$ cat src/rtl/calc2_pkg.sv
// Shared Calc2 encodings, widths, FSM state and request/response payloads.
package calc2_pkg;

  localparam int unsigned TAG_W  = 2;
  localparam int unsigned DATA_W = 32;
  localparam int unsigned CMD_W  = 4;
  localparam int unsigned RSP_W  = 2;

  localparam logic [CMD_W-1:0] CMD_NOP = 4'd0;
  localparam logic [CMD_W-1:0] CMD_ADD = 4'd1;
  localparam logic [CMD_W-1:0] CMD_SUB = 4'd2;
  localparam logic [CMD_W-1:0] CMD_SHL = 4'd5;
  localparam logic [CMD_W-1:0] CMD_SHR = 4'd6;

  localparam logic [RSP_W-1:0] RSP_NONE = 2'd0;
  localparam logic [RSP_W-1:0] RSP_OK   = 2'd1;
  localparam logic [RSP_W-1:0] RSP_ERR  = 2'd2;
  localparam logic [RSP_W-1:0] RSP_INT  = 2'd3;

  typedef enum logic [1:0] {
    ST_IDLE  = 2'd0,
    ST_CMD   = 2'd1,
    ST_DATA2 = 2'd2
  } state_t;

  typedef struct packed {
    logic [CMD_W-1:0]  cmd;
    logic [TAG_W-1:0]  tag;
    logic [DATA_W-1:0] data;
  } req_beat_t;

  typedef struct packed {
    logic [TAG_W-1:0]  tag;
    logic [RSP_W-1:0]  resp;
    logic [DATA_W-1:0] data;
  } rsp_t;

endpackage

$ cat src/rtl/calc2_tag_pool.sv
// Outstanding-tag bookkeeping: busy bitmap, lowest-free pick, per-tag timeouts.
module calc2_tag_pool
  import calc2_pkg::*;
#(
  parameter int unsigned NUM_TAGS = 4,
  parameter int unsigned TIMEOUT  = 256
) (
  input  logic                clk,
  input  logic                reset,
  input  logic                alloc,
  input  logic                rsp_hit,
  input  logic [TAG_W-1:0]    rsp_tag,
  output logic [NUM_TAGS-1:0] busy,
  output logic [TAG_W-1:0]    free_tag,
  output logic                any_free,
  output logic                stray,
  output logic                timeout
);

  localparam int unsigned CNT_W = $clog2(TIMEOUT);

  logic [CNT_W-1:0]    cnt [NUM_TAGS];
  logic [NUM_TAGS-1:0] rsp_sel;
  logic [NUM_TAGS-1:0] set;
  logic [NUM_TAGS-1:0] clr;
  logic [NUM_TAGS-1:0] expire;

  // Descending scan so the lowest free index is the one that sticks.
  always_comb begin
    free_tag = '0;
    any_free = 1'b0;
    for (int i = int'(NUM_TAGS) - 1; i >= 0; i--) begin
      if (!busy[i]) begin
        free_tag = TAG_W'(i);
        any_free = 1'b1;
      end
    end
  end

  // A response retires its tag even in the cycle the timeout would fire.
  always_comb begin
    rsp_sel = '0;
    set     = '0;
    clr     = '0;
    expire  = '0;
    for (int unsigned i = 0; i < NUM_TAGS; i++) begin
      rsp_sel[i] = rsp_hit & (rsp_tag == TAG_W'(i));
      clr[i]     = rsp_sel[i] & busy[i];
      expire[i]  = busy[i] & ~rsp_sel[i] & (cnt[i] == CNT_W'(TIMEOUT - 1));
      set[i]     = alloc & (free_tag == TAG_W'(i));
    end
  end

  assign stray   = rsp_hit & ~(|clr);
  assign timeout = |expire;

  always_ff @(posedge clk) begin
    if (reset) begin
      busy <= '0;
      for (int unsigned i = 0; i < NUM_TAGS; i++) cnt[i] <= '0;
    end else begin
      for (int unsigned i = 0; i < NUM_TAGS; i++) begin
        busy[i] <= set[i] | (busy[i] & ~clr[i] & ~expire[i]);
        if (set[i] | clr[i] | expire[i] | ~busy[i]) cnt[i] <= '0;
        else                                         cnt[i] <= cnt[i] + CNT_W'(1);
      end
    end
  end

endmodule

$ cat src/rtl/calc2_req_driver.sv
// Calc2 port driver: accepts whole ops, serialises them onto the two-cycle request pins, forwards responses.
module calc2_req_driver
  import calc2_pkg::*;
#(
  parameter int unsigned NUM_TAGS = 4,
  parameter int unsigned TIMEOUT  = 256
) (
  input  logic              c_clk,
  input  logic              reset,
  input  logic              op_valid,
  output logic              op_ready,
  input  logic [CMD_W-1:0]  op_cmd,
  input  logic [DATA_W-1:0] op_data1,
  input  logic [DATA_W-1:0] op_data2,
  output logic [TAG_W-1:0]  op_tag,
  output logic [CMD_W-1:0]  req_cmd_in,
  output logic [TAG_W-1:0]  req_tag_in,
  output logic [DATA_W-1:0] req_data_in,
  input  logic [RSP_W-1:0]  out_response,
  input  logic [TAG_W-1:0]  out_tag,
  input  logic [DATA_W-1:0] out_data,
  output logic              rsp_valid,
  output logic [TAG_W-1:0]  rsp_tag,
  output logic [RSP_W-1:0]  rsp_resp,
  output logic [DATA_W-1:0] rsp_data,
  output logic [3:0]        tags_busy,
  output logic              stray_rsp_err,
  output logic              timeout_err
);

  state_t              state;
  state_t              state_nx;
  req_beat_t           req_q;
  req_beat_t           req_d;
  rsp_t                rsp_q;
  logic [DATA_W-1:0]   data2_q;
  logic [NUM_TAGS-1:0] busy;
  logic [TAG_W-1:0]    free_tag;
  logic                any_free;
  logic                alloc;
  logic                rsp_hit;
  logic                stray;
  logic                tmo;

  assign op_ready = (state == ST_IDLE) & any_free & ~reset;
  assign op_tag   = free_tag;
  // A NOP handshake is consumed without touching the pool or the pins.
  assign alloc    = op_valid & op_ready & (op_cmd != CMD_NOP);
  assign rsp_hit  = out_response != RSP_NONE;

  calc2_tag_pool #(
    .NUM_TAGS (NUM_TAGS),
    .TIMEOUT  (TIMEOUT)
  ) u_pool (
    .clk      (c_clk),
    .reset    (reset),
    .alloc    (alloc),
    .rsp_hit  (rsp_hit),
    .rsp_tag  (out_tag),
    .busy     (busy),
    .free_tag (free_tag),
    .any_free (any_free),
    .stray    (stray),
    .timeout  (tmo)
  );

  always_ff @(posedge c_clk) begin
    if (reset) state <= ST_IDLE;
    else       state <= state_nx;
  end

  always_comb begin
    state_nx = state;
    unique case (state)
      ST_IDLE:  if (alloc) state_nx = ST_CMD;
      ST_CMD:   state_nx = ST_DATA2;
      ST_DATA2: state_nx = ST_IDLE;
      default:  state_nx = ST_IDLE;
    endcase
  end

  // Next value of the request pins: first beat on accept, second beat out of CMD.
  always_comb begin
    req_d = '0;
    if (alloc) begin
      req_d.cmd  = op_cmd;
      req_d.tag  = free_tag;
      req_d.data = op_data1;
    end else if (state == ST_CMD) begin
      req_d.data = data2_q;
    end
  end

  always_ff @(posedge c_clk) begin
    if (reset) begin
      req_q         <= '0;
      data2_q       <= '0;
      rsp_q         <= '0;
      rsp_valid     <= 1'b0;
      stray_rsp_err <= 1'b0;
      timeout_err   <= 1'b0;
    end else begin
      req_q     <= req_d;
      rsp_valid <= rsp_hit;
      if (alloc)   data2_q <= op_data2;
      if (rsp_hit) rsp_q   <= '{tag: out_tag, resp: out_response, data: out_data};
      stray_rsp_err <= stray_rsp_err | stray;
      timeout_err   <= timeout_err | tmo;
    end
  end

  assign req_cmd_in  = req_q.cmd;
  assign req_tag_in  = req_q.tag;
  assign req_data_in = req_q.data;
  assign rsp_tag     = rsp_q.tag;
  assign rsp_resp    = rsp_q.resp;
  assign rsp_data    = rsp_q.data;
  assign tags_busy   = 4'(busy);

endmodule

$ cat config.mk
export PLATFORM = sky130hd
export DESIGN_NAME = calc2_req_driver
export DESIGN_NICKNAME = d
export VERILOG_FILES = /design/src/rtl/calc2_pkg.sv /design/src/rtl/calc2_tag_pool.sv /design/src/rtl/calc2_req_driver.sv
export SDC_FILE = /design/constraint.sdc
export NUM_CORES = 1
export LEC_CHECK = 0
export ABC_AREA = 1
export BUFFER_PORTS_ARGS = -buffer_cell sky130_fd_sc_hd__buf_2
export CORE_MARGIN = 2
export CORE_UTILIZATION = 50
export DETAILED_ROUTE_END_ITERATION = 10
export PLACE_DENSITY = 0.8
export RECOVER_POWER = 50
export REMOVE_ABC_BUFFERS = 1
export SYNTH_ARGS = -nofsm -noshare
export SYNTH_HDL_FRONTEND = slang
export SYNTH_SLANG_ARGS = --single-unit
export TNS_END_PERCENT = 5
$ cat constraint.sdc
create_clock -name c_clk -period 2.55 [get_ports c_clk]
set_input_delay 0.255 -clock c_clk [delete_from_list [all_inputs] [get_ports c_clk]]
set_output_delay 0.255 -clock c_clk [all_outputs]
set_load 0.01 [all_outputs]
Word level (Yosys, flattened, before mapping) --
Memories as Yosys holds them, arrays and structs flattened. Cells that the tools add are included.
Cells by class: equal/unequal tests 12, muxes and demuxes 46, order comparisons 0, shift-type cells 0, bitwise logic cells 78, divide/modulo/power cells 0, $add $sub $neg 4, reductions and logical operators 8, multipliers 0
Operators by type and width (count):
- 32-bit two-way mux | 2
- 8-bit two-way mux | 8
- 1-bit AND | 33
- 8-bit by 1-bit adder with 8-bit output (second input constant) | 4
- 8-bit == test (second input constant) | 4
- 1-bit two-way mux | 30
- 1-bit bitwise OR | 26
- 1-bit inverter | 19
- 2-bit two-way mux | 5
- 2-bit == test (second input constant) | 4
- 4-bit OR reduction | 2
- 2-bit by 1-bit == test with 1-bit output (second input constant) | 3
- 2-bit logical NOT | 3
- 2-bit case mux with 2 select lines | 1
- 4-bit nonzero test | 1
- 2-bit by 1-bit inequality test with 1-bit output (second input constant) | 1
- 2-bit nonzero test | 1
- 2-bit OR reduction | 1
Storage, ports and cells: memories kept 1, bits in writable memories 32, flip-flop bits (word level) 115, input bits 107, latch bits 0, memory bits (read-only) 0
Memories:
- u_pool.cnt | depth 4, width 8, rd ports 4, clocked after memory_dff 0, write ports 4, line calc2_tag_pool.sv:22 | logic [CNT_W-1:0] cnt [NUM_TAGS];

Logic depth before layout (Yosys ltp) --
depth in word-level cells 17, mapped depth 9, gate-level depth less buffers 9

Modules after synthesis --
From an unflattened synthesis, not the netlist that was laid out.
Unflattened totals: cell total of the unflattened synthesis 716, area, all modules 5863.1 µm²
By module, submodules not included:
- calc2_req_driver | sequential area each 2222.1 µm², cells an instance 475, times used 1, area an instance 3794.9 µm²
- calc2_tag_pool | sequential area each 1041.0 µm², cells an instance 241, times used 1, area an instance 2068.2 µm²

Worst setup path before layout --
OpenSTA, ideal clock, no wires.
path type register to register, start point memory u_pool.cnt[2][0] (netlist bit), end point memory u_pool.cnt[2][2] (netlist bit) (data pin), arrival 1.260 ns, path buffers 0, required time 2.390 ns, cell stages (with the launch flop) 9, path slack 1.130 ns, library setup time 0.160 ns, cells stage by stage edfxtp_1 > ha_1 > nand2_1 > inv_1 > nand2_1 > nor2_1 > nand2_1 > nand3_1 > nor3_1
RTL lines (line):
- start, declared | calc2_tag_pool.sv:22

Final worst setup path --
start point register u_pool.busy[1], end point output op_ready
On the way: longest elaborated chain between the ends 4
Ends and longest elaborated chain:
- start, declared | line calc2_tag_pool.sv:13 | output logic [NUM_TAGS-1:0] busy,
- start signal, assigned by index | line calc2_tag_pool.sv:63 | busy[i] <= set[i] | (busy[i] & ~clr[i] & ~expire[i]);
- 1-bit two-way mux (2 in a row) | line calc2_tag_pool.sv:33 | if (!busy[i]) begin
- 1-bit AND (2 in a row) | line calc2_req_driver.sv:45 | assign op_ready = (state == ST_IDLE) & any_free & ~reset;
- end, declared | line calc2_req_driver.sv:11 | output logic op_ready,
No other way between the ends.

==> flow_metrics.py <==
metrics = {
    "outcome": {
        "outcome": "complete, but fails checks",
        "violations": "capacitance limit, slew limit",
    },
    "synthesis": {
        "syn_area_um2": 5560,
        "yosys_warnings": 0,
        "syn_area_per_cell_um2": 8.55,
        "synth-xor-area-share": 0.0268,
        "syn-instance-count": 650,
        "synth-compound-area-share": 0.0986,
        "seq_area_frac_synth": 0.587,
        "synth-adder-area-share": 0.00900,
        "muxShareOfSynthArea": 0,
        "synth_top_family_by_area": "simple AND/OR/NAND/NOR gates",
        "synth_top_cell_by_area": "dfxtp_1",
        "synth_top_area_share": 0.414,
        "ys_ff_latch": 147,
        "yosysUniqueCellTypes": 26,
        "yosys-top-cells-area": "dfxtp_1, edfxtp_1, nor2_1",
        "synthSimpleGateAreaFrac": 0.223,
    },
    "placement": {
        "portBuffers": 190,
        "place.gp.congestion": 0.759,
        "dp_hpwl_um": 9030,
    },
    "setup_path": {
        "critPathRequiredTime_ps": 2300,
        "reg2regPathDepth": 7,
        "reg2reg_slack_ps": 820,
        "setup.worst_path.start_class": "flop",
        "critPathKind": "reg -> out",
        "worstPathMaxFanout": 34,
        "worstPathArrival_ps": 1800,
        "reg2reg_from": "u_pool.busy[1]",
        "r2r-end": "req_data_in[14]",
        "endpoint_kind": "primary output",
    },
    "pwr": {
        "internal-power_w": 0.00436,
        "seqPwrFrac": 0.443,
        "share_comb_of_total_power": 0.105,
        "ir_worst_vdd_v": 0.000551,
        "power.density_nw_per_um2": 705,
        "switchingPower_w": 0.00142,
        "switching_share": 0.246,
        "pwr-share-clk": 0.452,
        "leakage_nw": 3.56,
        "totalPowerFinal_w": 0.00578,
    },
    "floorplan": {
        "die_x_um": 109,
        "io_pins": 191,
        "initial_core_util": 0.513,
        "core-area_um2": 10800,
        "core.rowCount": 38,
        "dieHeight_um": 109,
        "dieArea_um2": 12000,
    },
    "clock_network": {
        "clk_latency_ps": 530,
        "cts_root_buf": "clkbuf_8",
        "clock-sinks": 147,
        "cts_made_buffers": 17,
        "cts_buffer_depth": 2,
        "clkSlewWorstSetupHoldPaths_ps": 60,
        "post_cts_buffers": 0,
        "post_cts_resize_count": 0,
        "cts_tree": "yes",
        "ctsHoldBuffers": 96,
        "htreeDepth": 4,
    },
    "grt": {
        "grt_pass1_vias": 5575,
        "gr-total-overflow": 0,
        "grt_max_degree": 39,
        "antenna_found_initial": 0,
        "grt_util_all_layers": 0.291,
        "grt_pass1_wl_um": 26600,
    },
    "timing": {
        "fin_tns_setup_ps": 0,
        "finalHoldViolations": 0,
        "max-slew-margin-rel": -0.0665,
        "fin_crit_sh": 0.807,
        "rsz0062_at_grt": "false",
        "finalSetupViolations": 0,
        "fin_skew_ps": 7.20,
        "period_needed_ps": 2060,
        "tightest_slew_ps": 1600,
        "clock.fmax_mhz": 486,
        "drv_slew": 37,
    },
    "run": {
        "cap_violations": 1,
    },
    "final_layout": {
        "nets": 1075,
        "antennaDiodeCount": 0,
        "area_delta_synth_final_pct": 47.4,
        "regArea_um2": 3260,
        "fin_util": 0.756,
        "multiInputGateArea_um2": 2110,
        "drive_above_1_share": 0.159,
        "fillCellCount": 756,
    },
    "hold_path": {
        "whs_path_depth": 3,
        "hp-class": "in -> reg",
        "hp-start": "out_data[28]",
        "min_to": "rsp_data[28]",
    },
    "drt": {
        "drcViolationCount": 0,
        "drtAntennaViolNets": 0,
        "finalWirelength_um": 17300,
        "drtIter0Drc": 364,
        "vias": 5679,
        "wl_per_cell_um": 15.5,
        "drt_first_pass_iters": 5,
        "vias_per_cell": 5.08,
    },
}
==> cell usage in the layout (no fill, tap or decap), types with 2 or more instances in the layout <==
cell type	netlist	layout
clkbuf_8	0	2
clkinv_4	0	5
nand3_1	48	48
edfxtp_1	32	32
a21oi_1	42	42
dfxtp_1	115	115
buf_2	9	111
xor2_1	12	12
bufinv_16	0	3
nor2_1	122	123
o21ai_1	6	6
buf_4	1	6
dlygate4sd3_1	0	96
nor3_1	8	8
nand4_1	4	4
inv_1	40	40
conb_1	1	32
nand2_1	115	115
ha_1	4	4
clkbuf_16	0	17
inv_6	0	3
clkbuf_1	16	81
o21ai_0	59	59
xnor2_1	5	5
==> metrics by stage <==
stage,setup WS (ps),area [um^2],std cells,hold slack [ps]
after floorplan,347,5530,651,324
after global placement,910,6720,989,446
after detailed placement,878,6720,989,453
after CTS,496,8310,1117,0.365
after global routing,393,8200,1117,20.8
final,492,8200,1117,11.8
==> metal layers <==
| metal | GRT usage | share of wire | vias to the layer above | wire (um) |
|---|---|---|---|---|
| li1 | - | - | 2717 | - |
| met1 | 0.331 | 0.38 | 2590 | 6650 |
| met2 | 0.489 | 0.47 | 323 | 8140 |
| met3 | 0.0972 | 0.11 | 49 | 1940 |
| met4 | 0.142 | 0.034 | 0 | 584 |
| met5 | 0 | 0 | - | 0 |
==> critical path: stages (launching register included) <==
cell,delay (ps)
dfxtp_1,340
nand2_1,150
nor2_2,70
nor2_4,110
buf_4,380
buf_2,210
==> final cells by class <==
class                      instances  area share
sequential                       147       0.398
clock inverter                    13      0.0209
timing repair buffer             294       0.228
inverter                          41      0.0188
tap                              140      0.0214
clock buffer                      19      0.0553
multi-input combinational        463       0.258
==> cell families (layout without fill, tap and decap cells) <==
group / after synthesis / in the layout
flops: 147 / 147
xor+xnor: 17 / 17
compound gates: 108 / 108
other cells: 1 / 32
buf+inv: 71 / 367
fa+ha+maj: 4 / 4
simple gates: 302 / 302
==> cells in the mapped netlist <==
library cell / number
edfxtp_1: 32
a21oi_1: 42
inv_1: 40
o21ai_0: 59
o21ai_1: 6
nand4_1: 4
ha_1: 4
nor2_4: 1
dfxtp_1: 115
nand2_1: 115
xor2_1: 12
buf_4: 1
conb_1: 1
buf_1: 1
nand3b_2: 1
buf_6: 3
xnor2_1: 5
nor3_1: 8
nor2_1: 122
nand3_1: 48
buf_2: 9
inv_2: 1
clkbuf_1: 16
nor2_2: 2
a31oi_2: 1
nand2_4: 1
==> worst max path at each step <==
stage / start / endpoint / slack (ps) / depth (start not counted)
3_5_place_dp: reset / req_data_in[17] / 880 / 8
2_1_floorplan: op_cmd[0] / u_pool.busy[0] / 350 / 6
4_1_cts: u_pool.busy[1] / op_ready / 500 / 5
5_1_grt: state[1] / op_ready / 390 / 5
6_report: u_pool.busy[1] / op_ready / 490 / 5
3_3_place_gp: reset / op_ready / 910 / 6
==> power by group through the flow <==
stage	Sequential, W	Combinational, W	Clock (W)
CTS	0.00255	0.000594	0.00262
floorplan	0.00263	0.000199	0
finish	0.00256	0.000609	0.00261
detailed placement	0.00260	0.000478	0
global route	0.00257	0.000665	0.00272
global placement	0.00260	0.000471	0
==> flip-flops by register name, summed over array words and instances, names as in the netlist <==
register,count
u_pool.cnt,32
rsp_valid,1
u_pool.busy,4
state,2
rsp_resp,2
req_cmd_in,4
req_tag_in,2
rsp_tag,2
timeout_err,1
req_data_in,32
rsp_data,32
stray_rsp_err,1
data2_q,32
Power figures use the tool's default switching activity.
